[src/rtl/mul_bus_ctrl.sv]
// Bus-slave register front end for the 64x64 signed Booth multiplier core.
// Sequences the core's start/clear handshake and captures the 128-bit product.
module mul_bus_ctrl #(
    parameter int DW = 64,
    parameter int AW = 3
) (
    input  logic            clk,
    input  logic            reset_n,
    input  logic            s_sel,
    input  logic            s_wr,
    input  logic [AW-1:0]   s_addr,
    input  logic [DW-1:0]   s_din,
    output logic [DW-1:0]   s_dout,
    output logic            m_interrupt,
    output logic            mul_op_start,
    output logic            mul_op_clear,
    output logic [DW-1:0]   mul_multiplier,
    output logic [DW-1:0]   mul_multiplicand,
    input  logic            mul_op_done,
    input  logic [2*DW-1:0] mul_result
);

    typedef enum logic [2:0] {
        IDLE = 3'd0,
        LOAD = 3'd1,
        RUN  = 3'd2,
        CLR  = 3'd3,
        DONE = 3'd4
    } state_t;

    localparam logic [AW-1:0] ADDR_OPA    = AW'(0);
    localparam logic [AW-1:0] ADDR_OPB    = AW'(1);
    localparam logic [AW-1:0] ADDR_CTRL   = AW'(2);
    localparam logic [AW-1:0] ADDR_STATUS = AW'(3);
    localparam logic [AW-1:0] ADDR_RES_LO = AW'(4);
    localparam logic [AW-1:0] ADDR_RES_HI = AW'(5);

    state_t         state, state_next;
    logic [DW-1:0]  opa, opb, res_lo, res_hi;
    logic           ie, done_flag;
    logic           busy, bus_write, ctrl_write, start_cmd, clear_cmd;

    assign bus_write  = s_sel & s_wr;
    assign ctrl_write = bus_write && (s_addr == ADDR_CTRL);
    assign start_cmd  = ctrl_write & s_din[0];
    assign clear_cmd  = ctrl_write & s_din[1];
    assign busy       = (state == LOAD) || (state == RUN) || (state == CLR);

    always_ff @(posedge clk or negedge reset_n) begin
        if (!reset_n)
            state <= IDLE;
        else
            state <= state_next;
    end

    // Clear always beats start on the same write; op_done beats an abort in RUN.
    always_comb begin
        state_next = state;
        case (state)
            IDLE: if (start_cmd && !clear_cmd) state_next = LOAD;
            LOAD: state_next = RUN;
            RUN: begin
                if (mul_op_done)    state_next = CLR;
                else if (clear_cmd) state_next = CLR;
            end
            CLR:  state_next = done_flag ? DONE : IDLE;
            DONE: begin
                if (clear_cmd)      state_next = IDLE;
                else if (start_cmd) state_next = LOAD;
            end
            default: state_next = IDLE;
        endcase
    end

    always_ff @(posedge clk or negedge reset_n) begin
        if (!reset_n) begin
            opa       <= '0;
            opb       <= '0;
            res_lo    <= '0;
            res_hi    <= '0;
            ie        <= 1'b0;
            done_flag <= 1'b0;
        end else begin
            if (bus_write && (s_addr == ADDR_OPA) && !busy) opa <= s_din;
            if (bus_write && (s_addr == ADDR_OPB) && !busy) opb <= s_din;
            if (ctrl_write) ie <= s_din[2];
            if ((state == RUN) && mul_op_done) begin
                res_lo    <= mul_result[DW-1:0];
                res_hi    <= mul_result[2*DW-1:DW];
                done_flag <= 1'b1;
            end else if ((state == DONE) && (start_cmd || clear_cmd)) begin
                done_flag <= 1'b0;
            end
        end
    end

    always_comb begin
        s_dout = '0;
        if (s_sel && !s_wr) begin
            case (s_addr)
                ADDR_OPA:    s_dout = opa;
                ADDR_OPB:    s_dout = opb;
                ADDR_CTRL:   s_dout = {{(DW-3){1'b0}}, ie, 2'b00};
                ADDR_STATUS: s_dout = {{(DW-3){1'b0}}, ie, done_flag, busy};
                ADDR_RES_LO: s_dout = res_lo;
                ADDR_RES_HI: s_dout = res_hi;
                default:     s_dout = '0;
            endcase
        end
    end

    assign mul_op_start     = (state == LOAD);
    assign mul_op_clear     = (state == CLR);
    assign mul_multiplier   = opa;
    assign mul_multiplicand = opb;
    assign m_interrupt      = done_flag & ie;

endmodule

[config.mk]
export PLATFORM = sky130hd
export DESIGN_NAME = mul_bus_ctrl
export DESIGN_NICKNAME = d
export VERILOG_FILES = /design/src/rtl/mul_bus_ctrl.sv
export SDC_FILE = /design/constraint.sdc
export NUM_CORES = 1
export LEC_CHECK = 0
export BUFFER_PORTS_ARGS = -buffer_cell sky130_fd_sc_hd__buf_2
export CAP_MARGIN = 30
export CORE_ASPECT_RATIO = 0.6
export CORE_MARGIN = 4
export CORE_UTILIZATION = 55
export DETAILED_ROUTE_END_ITERATION = 10
export PLACE_DENSITY = 0.85
export SETUP_SLACK_MARGIN = 0.4
export SKIP_LAST_GASP = 1
export SYNTH_ARGS = -nofsm -noshare
export SYNTH_HDL_FRONTEND = slang
export SYNTH_SLANG_ARGS = --single-unit
[constraint.sdc]
create_clock -name clk -period 4 [get_ports clk]
set_input_delay 0 -clock clk [delete_from_list [all_inputs] [get_ports clk]]
set_output_delay 0 -clock clk [all_outputs]
set_load 0.01 [all_outputs]
* After elaboration in Yosys (flattened, before gate mapping)
Cells that the tools add are included.
Widths: inputs -> output; s select.
** Operators by class
- Equal/unequal tests :: 12
- Mux-type cells :: 11
- Bitwise gates (word level) :: 4
- Reduce and logical (&&, ||, !) cells :: 19
** Operators with widths (count)
- $pmux 64 s6 :: 1
- $mux 64 :: 1
- $mux 3 :: 6
- $pmux 3 s5 :: 1
- $eq 3x2->1 const B :: 4
- $eq 3x3->1 const B :: 3
- $logic_and 1x1->1 :: 9
- $eq 3x1->1 const B :: 2
- $logic_not 3->1 :: 2
- $ne 3x3->1 const B :: 2
- $and 1x1->1 :: 4
- $logic_not 1->1 :: 3
- $logic_or 1x1->1 :: 3
- $reduce_and 3->1 :: 1
- $mux 1 :: 2
- $ne 2x2->1 const B :: 1
- $reduce_bool 2->1 :: 1
** Storage, ports and cells
- Register bits :: 261
- Input port bits :: 200
- Output and inout bits :: 195
- Logic and storage cells :: 53

* Longest topological paths before layout
- Word-level depth :: 7
- Depth in mapped cells :: 7

* Worst setup path after synthesis
Ideal clock, no wire load.
- Kind :: flip-flop to flip-flop
- Start point :: reg state[1]
- End point :: reg opa[0] (netlist: mul_multiplier[0])
- Setup time :: 0.125 ns
- Arrival time :: 1.599 ns
- Path slack :: 2.276 ns
- Cell stages (with the launch flop) :: 6
- Path buffers :: 2
- Path through :: dfrtp_1 o21ba_2 or3b_1 buf_6 buf_6 mux2_4
** On the way
- Word-level cells in the longest chain between the ends :: 5
** Ends and longest elaborated chain
- from (decl) :: line 38 : state_t state, state_next;
- from (signal assigned) :: line 53 : state <= state_next;
- $eq 3x1->1 or $eq 3x2->1 (tied branches) :: line 47 : assign busy = (state == LOAD) || (state == RUN) || (state == CLR);
- $logic_or 1x1->1 :: line 47
- $logic_or 1x1->1 (*) :: line 47
- $logic_not 1->1 (*) :: line 84 : if (bus_write && (s_addr == ADDR_OPA) && !busy) opa <= s_din;
- $logic_and 1x1->1 (*) :: line 84
- to (signal assigned) :: line 84
- to (decl) :: line 39 : logic [DW-1:0] opa, opb, res_lo, res_hi;
Every way passes the cells marked *; elsewhere a longest branch is shown, timed or not.
A chain may end at the register's enable or synchronous reset.

* Final worst setup path
- Start point :: reg state[1]
- End point :: reg res_lo[18]
** On the way
- Word-level cells in the longest chain between the ends :: 2
** Ends and longest elaborated chain
- $eq 3x2->1 :: line 87 : if ((state == RUN) && mul_op_done) begin
- $logic_and 1x1->1 :: line 87
- to (signal assigned) :: line 88 : res_lo <= mul_result[DW-1:0];
- to (decl) :: line 39
No other way between the ends.

==> results.sh <==
export IMPL_cts_resized=0
export IMPL_setup_violations=0
export IMPL_startpoint_type="flip-flop"
export IMPL_fin_tns_setup_ps=0
export IMPL_layout_worst_path_cycle_share_pct=56.52
export IMPL_gp_congestion=0.8321
export IMPL_crit_arrival_ps=2640
export IMPL_netlist_area_um2=12280
export IMPL_synth_edff_count=0
export IMPL_synth_simple_area_share_pct=3.158
export IMPL_status="finished clean"
export IMPL_dieArea_um2=24860
export IMPL_synth_xor_area_share_pct=0.07131
export IMPL_layout_nets=1633
export IMPL_synth_top_family_by_area="multiplexers"
export IMPL_synth_seq_area_share_pct=53.18
export IMPL_p_per_area_nw_per_um2=665.3
export IMPL_cts_sinks=261
export IMPL_start_util_pct=55.78
export IMPL_timing_fmax_ghz=0.4423
export IMPL_ys_ff_latch=261
export IMPL_tightest_slew_ps=984.8
export IMPL_coreArea_um2=22020
export IMPL_critPathKind="flip-flop to flip-flop"
export IMPL_grt_pass1_vias=10920
export IMPL_antenna_left=0
export IMPL_port_buffers=394
export IMPL_clk_latency_ps=510
export IMPL_holdBufCountCts=194
export IMPL_cts_clk_slew_worst_paths_ps=70
export IMPL_synthArstFlopShare_pct=100.0
export IMPL_cts_buffers=25
export IMPL_avgRoutedWirePerCell_um=23.97
export IMPL_cts_buffer_depth=3
export IMPL_synth_mux_area_share_pct=35.90
export IMPL_antenna_found_initial=1
export IMPL_crit_path_end_kind="flip-flop"
export IMPL_fillCellCount=1178
export IMPL_grt_pass1_wl_um=63540
export IMPL_hold_viol_final=0
export IMPL_cp_required_ps=4380
export IMPL_wirelength_met1_um=15960
export IMPL_overflow=0
export IMPL_root_buffer="clkbuf_16"
export IMPL_track_usage_pct=32.23
export IMPL_vias_per_cell=5.834
export IMPL_ys_flop_type="dfrtp_1"
export IMPL_skew_ps=9.635
export IMPL_ios=395
export IMPL_slew_headroom_pct=34.35
export IMPL_drcViolationCount=0
export IMPL_grt_max_degree=117
export IMPL_top_layer="met4"
export IMPL_area_growth_syn_to_layout_pct=40.10
export IMPL_htree_levels=1
export IMPL_ir_drop_mv=0.4429
export IMPL_drtIter0Drc=723
export IMPL_max_cap_viol_count=0
export IMPL_vias=10140
export IMPL_ys_types=37
export IMPL_yosys_warnings=0
export IMPL_hold_path_class="input pin to flip-flop"
export IMPL_pre_cts_ws_ps=1747
export IMPL_rsz0062_at_grt="no"
export IMPL_dp_hpwl_um=24200
export IMPL_synth_compound_area_share_pct=4.961
export IMPL_p_leak_nw=8.512
export IMPL_die_x_um=200.9
export IMPL_routed_wl_um=41670
export IMPL_met3_length_um=3742
export IMPL_post_cts_buffers=0
export IMPL_synthCells=865
export IMPL_worst_slack_ps=1739
export IMPL_drv_slew=0
export IMPL_drt_pass1_iter_count=5
export IMPL_wl_met2_um=20460
export IMPL_fin_crit_ps=2261
export IMPL_fp_row_count=42
export IMPL_drive_gt1_share_pct=49.14
export IMPL_die_h_um=123.8
export IMPL_syn_avg_cell_area_um2=14.20
export IMPL_synthAdderAreaFrac_pct=0
export IMPL_cp_max_fo=83
export IMPL_tritoncts="done"
export IMPL_synth_nets=1065
-- synthesized netlist by cell type, types with 2 or more instances --
library cell | number | area share (%)
nor2_1 | 63 | 1.9
and2_1 | 2 | 0.10
mux2_1 | 4 | 0.37
nor3b_1 | 2 | 0.12
mux4_2 | 3 | 0.55
nand2_1 | 5 | 0.15
mux2_4 | 60 | 7.3
nor2b_1 | 2 | 0.10
o22a_1 | 61 | 4.4
mux2_2 | 194 | 18
dfrtp_1 | 261 | 53
buf_6 | 8 | 0.73
mux2i_1 | 121 | 9.9
clkbuf_1 | 21 | 0.64
nand3_1 | 3 | 0.12
buf_1 | 6 | 0.18
buf_2 | 28 | 1.1
and3b_1 | 2 | 0.14
-- flip-flops by register name, indices dropped and copies added, names as in the netlist --
name / count
mul_multiplicand: 64
res_hi: 64
done_flag: 1
res_lo: 64
ie: 1
state: 3
mul_multiplier: 64
-- logic make-up (layout without fill, tap and decap cells) --
family,after synthesis,in the layout
xor+xnor,1,1
buf+inv,64,650
mux,382,382
compound gates,71,71
simple gates,86,86
flops,261,261
other cells,0,1
-- area by class of cell --
class	instances	area (um^2)	share of cell area (%)
diodes	1	2.502	0.01454
clock buffers	36	716.9	4.167
clock inverters	9	50.05	0.2909
inverters	1	3.754	0.02182
multi-input cells	540	5424	31.52
flip-flops and latches	261	6531	37.96
well taps	286	357.8	2.080
repair buffers	604	4120	23.95
-- power breakdown --
part	internal (mW)	switching [mW]
clock	1.25	1.02
combinational	2.35	1.87
sequential	3.93	1.02
total	7.53	3.92
-- worst max-delay path, cell delays in order, from the launching register on --
cell and delay (ps):
dfrtp_1 440, nor2b_1 280, and3b_4 470, buf_12 420
mux2_2 420
-- metrics by stage --
step                      instance area, um^2  total power, mW  util (%)  hold slack (ps)  cells
after floorplan                         12280            7.226         -           -295.6    865
after global placement                  14430            8.564     65.52            58.59   1495
after detailed placement                14500            8.771     65.83            63.25   1498
after CTS                               17200            11.20     78.13            57.78   1737
after global routing                    17210            11.96     78.15            74.67   1738
final                                   17210            11.45     78.15            64.75   1738
-- cell usage in the layout, fill, tap and decap left out, drive strengths merged --
cell type,count
nand3b,1
o21ai,1
nor3b,2
a211oi,1
nand2b,1
and2,2
clkbuf,36
dlygate4sd3,194
o22a,61
dfrtp,261
nor3,1
a31oi,1
a32oi,1
mux2i,121
and3b,2
buf,410
clkinv,7
a32o,1
or3b,2
o211ai,1
or3,1
clkinvlp,2
mux4,3
diode,1
nor2,63
nand3,3
a21oi,1
or2,1
mux2,258
o21ba,1
nor2b,2
a22oi,1
inv,1
xnor2,1
a21o,1
nand2,5
-- routing by layer --
| metal | up-vias | track usage (%) |
|---|---|---|
| met5 | - | 0 |
| met4 | 0 | 12.11 |
| met3 | 116 | 7.780 |
| met2 | 655 | 55.59 |
| met1 | 5084 | 40.28 |
| li1 | 4284 | - |
-- worst paths after layout --
path                                  from                    to  slack [ps]  depth (start not counted)
max in group asynchronous          reset_n  mul_multiplicand[32]        2670                          3
worst min-delay path                  s_wr                    ie          60                          4
worst max register to register    state[1]            res_lo[18]        1740                          4
min in group asynchronous          reset_n            res_lo[30]          90                          2
worst max-delay path              state[1]            res_lo[18]        1740                          4
worst min register to register  res_hi[50]            res_hi[50]         500                          1
Note: power is estimated with default switching activity, not from simulation.
